$ cat src/rtl/pipe_stage_elastic.sv
// Generic elastic pipeline stage: control/data bundles under valid/ready, flush, bubble counter.
// Define PIPE_SKID_EN for the 2-entry version with a skid register and a fully registered in_ready.
module pipe_stage_elastic #(
  parameter int CTRL_W = 5,
  parameter int DATA_W = 101,
  parameter int CNT_W  = 16
) (
  input  logic              clk,
  input  logic              rst,
  input  logic              flush,
  input  logic              in_valid,
  output logic              in_ready,
  input  logic [CTRL_W-1:0] in_ctrl,
  input  logic [DATA_W-1:0] in_data,
  output logic              out_valid,
  input  logic              out_ready,
  output logic [CTRL_W-1:0] out_ctrl,
  output logic [DATA_W-1:0] out_data,
  input  logic              clr_cnt,
  output logic [CNT_W-1:0]  bubble_cnt
);

  // A transfer happens on an edge where valid and ready are both high; once valid is
  // raised with an entry, that entry and its bundles stay stable until taken or flushed.
  logic              valid_q;
  logic [CTRL_W-1:0] ctrl_q;
  logic [DATA_W-1:0] data_q;
  logic [CNT_W-1:0]  cnt_q;
  logic              load_main;

  assign out_valid  = valid_q;
  assign out_ctrl   = ctrl_q;
  assign out_data   = data_q;
  assign bubble_cnt = cnt_q;
  assign load_main  = ~valid_q | out_ready;

`ifdef PIPE_SKID_EN
  logic              sk_valid;
  logic [CTRL_W-1:0] sk_ctrl;
  logic [DATA_W-1:0] sk_data;
  logic              acc;

  assign in_ready = ~sk_valid;
  assign acc      = in_valid & ~sk_valid;

  always_ff @(posedge clk or negedge rst) begin
    if (!rst) begin
      valid_q  <= 1'b0;
      ctrl_q   <= '0;
      data_q   <= '0;
      sk_valid <= 1'b0;
      sk_ctrl  <= '0;
      sk_data  <= '0;
    end else if (flush) begin
      valid_q  <= 1'b0;
      ctrl_q   <= '0;
      sk_valid <= 1'b0;
      sk_ctrl  <= '0;
    end else if (load_main) begin
      // Skid is older than anything at the input, so it refills main first.
      if (sk_valid) begin
        valid_q  <= 1'b1;
        ctrl_q   <= sk_ctrl;
        data_q   <= sk_data;
        sk_valid <= 1'b0;
        sk_ctrl  <= '0;
      end else if (acc) begin
        valid_q <= 1'b1;
        ctrl_q  <= in_ctrl;
        data_q  <= in_data;
      end else begin
        valid_q <= 1'b0;
        ctrl_q  <= '0;
      end
    end else if (acc) begin
      sk_valid <= 1'b1;
      sk_ctrl  <= in_ctrl;
      sk_data  <= in_data;
    end
  end
`else
  assign in_ready = load_main;

  always_ff @(posedge clk or negedge rst) begin
    if (!rst) begin
      valid_q <= 1'b0;
      ctrl_q  <= '0;
      data_q  <= '0;
    end else if (flush) begin
      valid_q <= 1'b0;
      ctrl_q  <= '0;
    end else if (load_main) begin
      // A bubble zeroes control but leaves the old data bundle in place.
      valid_q <= in_valid;
      ctrl_q  <= in_valid ? in_ctrl : '0;
      if (in_valid) data_q <= in_data;
    end
  end
`endif

  always_ff @(posedge clk or negedge rst) begin
    if (!rst)
      cnt_q <= '0;
    else if (clr_cnt)
      cnt_q <= '0;
    else if (!valid_q && cnt_q != {CNT_W{1'b1}})
      cnt_q <= cnt_q + CNT_W'(1);
  end

endmodule

$ cat config.mk
export PLATFORM = sky130hd
export DESIGN_NAME = pipe_stage_elastic
export DESIGN_NICKNAME = d
export VERILOG_FILES = /design/src/rtl/pipe_stage_elastic.sv
export SDC_FILE = /design/constraint.sdc
export NUM_CORES = 1
export LEC_CHECK = 0
export ABC_AREA = 0
export BUFFER_PORTS_ARGS = -buffer_cell sky130_fd_sc_hd__buf_4
export CAP_MARGIN = 20
export CORE_ASPECT_RATIO = 0.75
export CORE_MARGIN = 2
export CORE_UTILIZATION = 40
export DETAILED_ROUTE_END_ITERATION = 8
export PLACE_DENSITY = 0.71
export SYNTH_ARGS = -nofsm -noshare
export SYNTH_HDL_FRONTEND = slang
export SYNTH_SLANG_ARGS = --single-unit
$ cat constraint.sdc
create_clock -name clk -period 4.8 [get_ports clk]
set_input_delay 0.48 -clock clk [delete_from_list [all_inputs] [get_ports clk]]
set_output_delay 0.48 -clock clk [all_outputs]
set_load 0.02 [all_outputs]
# Word level (Yosys, flattened, before mapping)
# Index checks and enable logic that the tools add are counted.
# word_totals
register_bits	123
latchBits	0
ramBits	0
rom_bits	0
input_bits	112
out_inout_bits	124
word_cells	21
memories	0
# op_classes
add_sub_neg	1
mul	0
div	0
magnitude_cmp	0
eq_ne	1
shifts	0
n_mux	7
bitwise	3
n_reduce_logical	5
# ops
op	n
two-way mux 16 bit	2
adder 16 x 1 -> 16 bit, second input constant	1
!= test 16 bit, second input constant	1
two-way mux 5 bit	3
nonzero test 2 bit	2
AND reduction 3 bit	1
two-way mux 1 bit	2
NOT 1 bit	2
logical AND 1 bit	1
logical NOT 1 bit	1
bitwise OR 1 bit	1

# Longest topological paths before layout
# logic_depth
ltp_word	4
depth_mapped	6
ltp_nobuf	5

# Worst setup path after synthesis
# OpenSTA, ideal clock, no wires.
# synth_timing
kind	register to register
start	reg cnt_q[0] (netlist: bubble_cnt[0])
end	reg cnt_q[10] (netlist: bubble_cnt[10])
setup_ns	0.078
arrival_ns	1.840
setup_slack_ns	2.882
path_stages_with_launch	7
n_path_buf	1
synth_period_minus_slack_ns	1.918
path_cell_list	dfrtp_1 -> ha_1 -> nand3_1 -> or3_1 -> buf_2 -> or4_1 -> a21oi_1
# synth_via
elab_chain_cells	3
word_cells_on_any_way	6
cone_classes	1 x add/sub; 1 x eq/ne; 2 x mux; 2 x reduce/logical
# synth_lines
element	line_no	text
from (decl)	28	logic [CNT_W-1:0] cnt_q;
from (signal assigned)	107	cnt_q <= cnt_q + CNT_W'(1);
adder 16 x 1 -> 16 bit / != test 16 bit (equally long branches)	107, 106	
two-way mux 16 bit / logical AND 1 bit (equally long branches)	106	else if (!valid_q && cnt_q != {CNT_W{1'b1}})
two-way mux 16 bit / nonzero test 2 bit (equally long branches)	n/a	
# Several ways; a longest one is shown, not always the timed one. The select of a mux whose other input is x is not followed.
# A chain may end at the register's enable or synchronous reset.

# Worst setup path in the final report
# layout_timing
start	reg valid_q (netlist: out_valid)
end	reg data_q[23] (netlist: out_data[23])
# layout_via
elab_chain_cells	3
# layout_lines
element	line_no	text
from (decl)	25	logic valid_q;
from (signal assigned)	94	valid_q <= in_valid;
NOT 1 bit	35	assign load_main = ~valid_q | out_ready;
bitwise OR 1 bit	35	
AND reduction 3 bit (no line)	n/a	
to (signal assigned)	96	if (in_valid) data_q <= in_data;
to (decl)	27	logic [DATA_W-1:0] data_q;
# No other way between the ends.

==> results.md <==
- Post-route DRC: 0
- Crit-path max FO: 87
- Worst endpoint required time: 5.08 ns
- Worst supply voltage drop on vdd: 0.3209 mV
- Gate count after technology mapping: 322
- Final setup slack of the worst path: 2.138 ns
- Initial antenna violation count: 0
- Post-route setup TNS: 0 ns
- Power per cell area: 442.7 mW/mm^2
- Total buffers and inverters traversed by the critical path: 2
- Most frequent cell after synthesis: sky130_fd_sc_hd__dfrtp_1
- Clock latency reported for the late side of the worst-skew pair: 0.40 ns
- Proportion of layout cells with a drive suffix above 1: 63.84%
- Count of TritonRoute iterations in the first routing pass: 6
- Crit. End Element: register
- Post-detailed-route wirelength per cell: 16.75 microns
- Max-slew violation count: 0
- Final setup violating endpoints: 0
- Min Tclk post-route: 2.662 ns
- Routability cong.: 0.7549
- Worst min-delay path class: input pin to register
- Crit share post-route: 55.45%
- Average cell area after synthesis: 14.92 sq um
- FFs w/ async S/R, synth: 100.0%
- IO Pins: 236
- Status: finished, final reports clean
- Actual transition at the worst max-transition pin: 1.086 ns
- Detailed-route vias per instance: 4.869
- Overall die area: 0.01291 sq mm
- Leading cell types by total area after synthesis: sky130_fd_sc_hd__dfrtp_1, sky130_fd_sc_hd__mux2_2, sky130_fd_sc_hd__buf_2
- Number of post-CTS setup repair buffers: 0
- CTS H-tree depth: 4
- Largest area contributor in the netlist: sky130_fd_sc_hd__dfrtp_1
- Critical path's top delay family: simple AND/OR/NAND/NOR gates
- Core Footprint: 0.01166 sq mm
- Number of global-route vias before repair: 3782
- Die Y-Extent: 98.90 microns
- Area occupied by registers: 0.003078 sq mm
- Cell leakage power: 3.448 nW
- Remaining Overflow, GRT: 0
- Data arrival at the endpoint of the critical path: 2.94 ns
- Combined area of the multi-input logic cells: 0.001649 sq mm
- RSZ-0062 raised after global routing: no
- First-pass GRT wire length: 19210 microns
- HPWL after detailed placement: 8787 microns
- Layout overhead on the synthesized area: 53.19%
- Number of distinct library cells after synthesis: 32
- Net count of the finished layout: 679
- Fmax achieved: 0.3757 GHz
- Worst-path clk slew: 0.05 ns
- Count of flip-flops with a built-in enable after synthesis: 0
- 1st-iter DRT viols: 193
- Worst setup skew after layout: 0.01086 ns
- Number of fillers in the final layout: 917
- Synth top area share: 64.08%
- Clock tree from TritonCTS: built
- Total clock buffers created by CTS: 17
- Width of the die: 130.5 microns
- Largest net degree at the start of global routing: 88
- Sequential share of the synthesized area: 64.08%
- Utilization of the core after routing: 63.13%
- Minimum setup slack after placement: 2.144 ns
- Crit. path cell count: 5
- Crit-path cells: inv_1 > nor2_1 > nor3b_4 > buf_12 > mux2_2
- Register bit total from synthesis: 123
- Total count of hold-check failures in the final report: 0
- Antenna diode count: 0
- Post-synth net total: 435
- Placement Rows: 34
- Buffers on Ports: 235
- Total length of routed wires: 12390 microns
- Number of sinks driven by the clock tree: 123
- Worst hold path cell count: 2
- Leading register cell type out of synthesis: sky130_fd_sc_hd__dfrtp_1
- Library cell used as clock root buffer: sky130_fd_sc_hd__clkbuf_16
- Number of maximum-capacitance constraint violations: 0
- Headroom to the max-slew limit: 27.55%
- Combined global-route utilization of all metal layers: 19.40%
- Vias: 3603
- Top cells by count, synth: sky130_fd_sc_hd__dfrtp_1, sky130_fd_sc_hd__mux2_2, sky130_fd_sc_hd__buf_2
- Reg2Reg Depth: 5
- Maximum root-to-sink buffer count: 2
- Slowest cell on crit path: sky130_fd_sc_hd__nor3b_4
- Crit path kind: register to register
- Netlist area before placement: 0.004803 sq mm
- Worst Setup Start Kind: register
- Number of warnings printed during yosys synthesis: 0
- Initial Util: 41.21%
- Slowest stage delay, CP: 0.88 ns
- Antenna viol nets, final: 0
state kept, by name (all words and copies together), names as in the netlist:
register	cells
out_ctrl	5
out_valid	1
bubble_cnt	16
out_data	101
metal layers:
metal	global-route usage, %	vias up	part of all wire, %
met2	32.33	142	52
met5	0	-	0
met1	22.43	1782	38
li1	-	1668	-
met4	6.301	0	0.98
met3	8.632	11	9.4
cell families after synthesis:
logic type               count (synthesis)  synth area share, %
AO/OA/AOI/OAI                           31                4.428
adder cells (fa/ha/maj)                  1               0.2604
buffers and inverters                   18                1.719
flip-flops                             123                64.08
multiplexers                           102                23.89
AND/OR/NAND/NOR                         47                5.627
placed cells by master (no fill, tap or decap), types with 2 or more instances in the layout:
| cell | synthesis | final |
|---|---|---|
| sky130_fd_sc_hd__nand4_1 | 6 | 6 |
| sky130_fd_sc_hd__o31ai_1 | 2 | 2 |
| sky130_fd_sc_hd__inv_1 | 4 | 4 |
| sky130_fd_sc_hd__clkbuf_16 | 0 | 17 |
| sky130_fd_sc_hd__mux2_2 | 98 | 98 |
| sky130_fd_sc_hd__and4_1 | 2 | 2 |
| sky130_fd_sc_hd__or3_1 | 6 | 6 |
| sky130_fd_sc_hd__a21oi_1 | 9 | 9 |
| sky130_fd_sc_hd__nor2_1 | 10 | 10 |
| sky130_fd_sc_hd__a22o_1 | 5 | 5 |
| sky130_fd_sc_hd__nor3_1 | 5 | 5 |
| sky130_fd_sc_hd__o311ai_0 | 2 | 2 |
| sky130_fd_sc_hd__nand2_1 | 5 | 5 |
| sky130_fd_sc_hd__o41ai_1 | 2 | 2 |
| sky130_fd_sc_hd__or4_1 | 2 | 2 |
| sky130_fd_sc_hd__buf_4 | 0 | 236 |
| sky130_fd_sc_hd__o21ai_0 | 6 | 6 |
| sky130_fd_sc_hd__clkinvlp_4 | 0 | 6 |
| sky130_fd_sc_hd__bufinv_16 | 0 | 2 |
| sky130_fd_sc_hd__dfrtp_1 | 123 | 123 |
| sky130_fd_sc_hd__clkinv_4 | 0 | 3 |
| sky130_fd_sc_hd__mux2_1 | 3 | 3 |
| sky130_fd_sc_hd__nand3_1 | 5 | 5 |
| sky130_fd_sc_hd__a311oi_1 | 2 | 2 |
worst paths after layout:
kind | start | end | slack [ns]
worst max-delay path | out_valid$_DFFE_PN0P_ | out_data[23]$_DFFE_PN0P_ | 2.14
worst min-delay path | flush | out_valid$_DFFE_PN0P_ | 0.28
worst max register to register | out_valid$_DFFE_PN0P_ | out_data[23]$_DFFE_PN0P_ | 2.14
worst min register to register | out_data[81]$_DFFE_PN0P_ | out_data[81]$_DFFE_PN0P_ | 0.49
max in group asynchronous | rst | out_data[5]$_DFFE_PN0P_ | 3.11
min in group asynchronous | rst | bubble_cnt[3]$_DFFE_PN0P_ | 0.53
what timing repair did:
item	CTS	global route
hold endpoints to repair	0	22
hold buffers	0	1
resized for setup	0	0
metrics by stage:
step / instances / cell area, sq um / hold slack, ns / power [mW]
final: 740 / 7358 / 0.2788 / 3.258
after global placement: 707 / 6736 / 0.4721 / 2.013
after floorplan: 322 / 4803 / 0.1844 / 1.641
after global routing: 740 / 7358 / 0.2579 / 3.408
after CTS: 738 / 7321 / 0.2656 / 3.293
after detailed placement: 707 / 6736 / 0.4773 / 2.035
final cells by class:
cell class                 instances  area share, %
tap                              162          2.755
clock inverter                    13          1.972
sequential                       123          41.83
clock buffer                      18          5.968
timing repair buffer             239          24.86
multi-input combinational        181          22.41
inverter                           4         0.2040
power breakdown:
group / internal [mW] / switching, mW
Clock: 0.777 / 0.469
Combinational: 0.373 / 0.362
Sequential: 1.19 / 0.0856
worst reg2reg max path, cell delays in order (launching register included):
cell and delay (ns):
sky130_fd_sc_hd__dfrtp_1 0.47, sky130_fd_sc_hd__inv_1 0.16, sky130_fd_sc_hd__nor2_1 0.10, sky130_fd_sc_hd__nor3b_4 0.88
sky130_fd_sc_hd__buf_12 0.45, sky130_fd_sc_hd__mux2_2 0.48
Note: power is estimated with default switching activity, not from simulation.
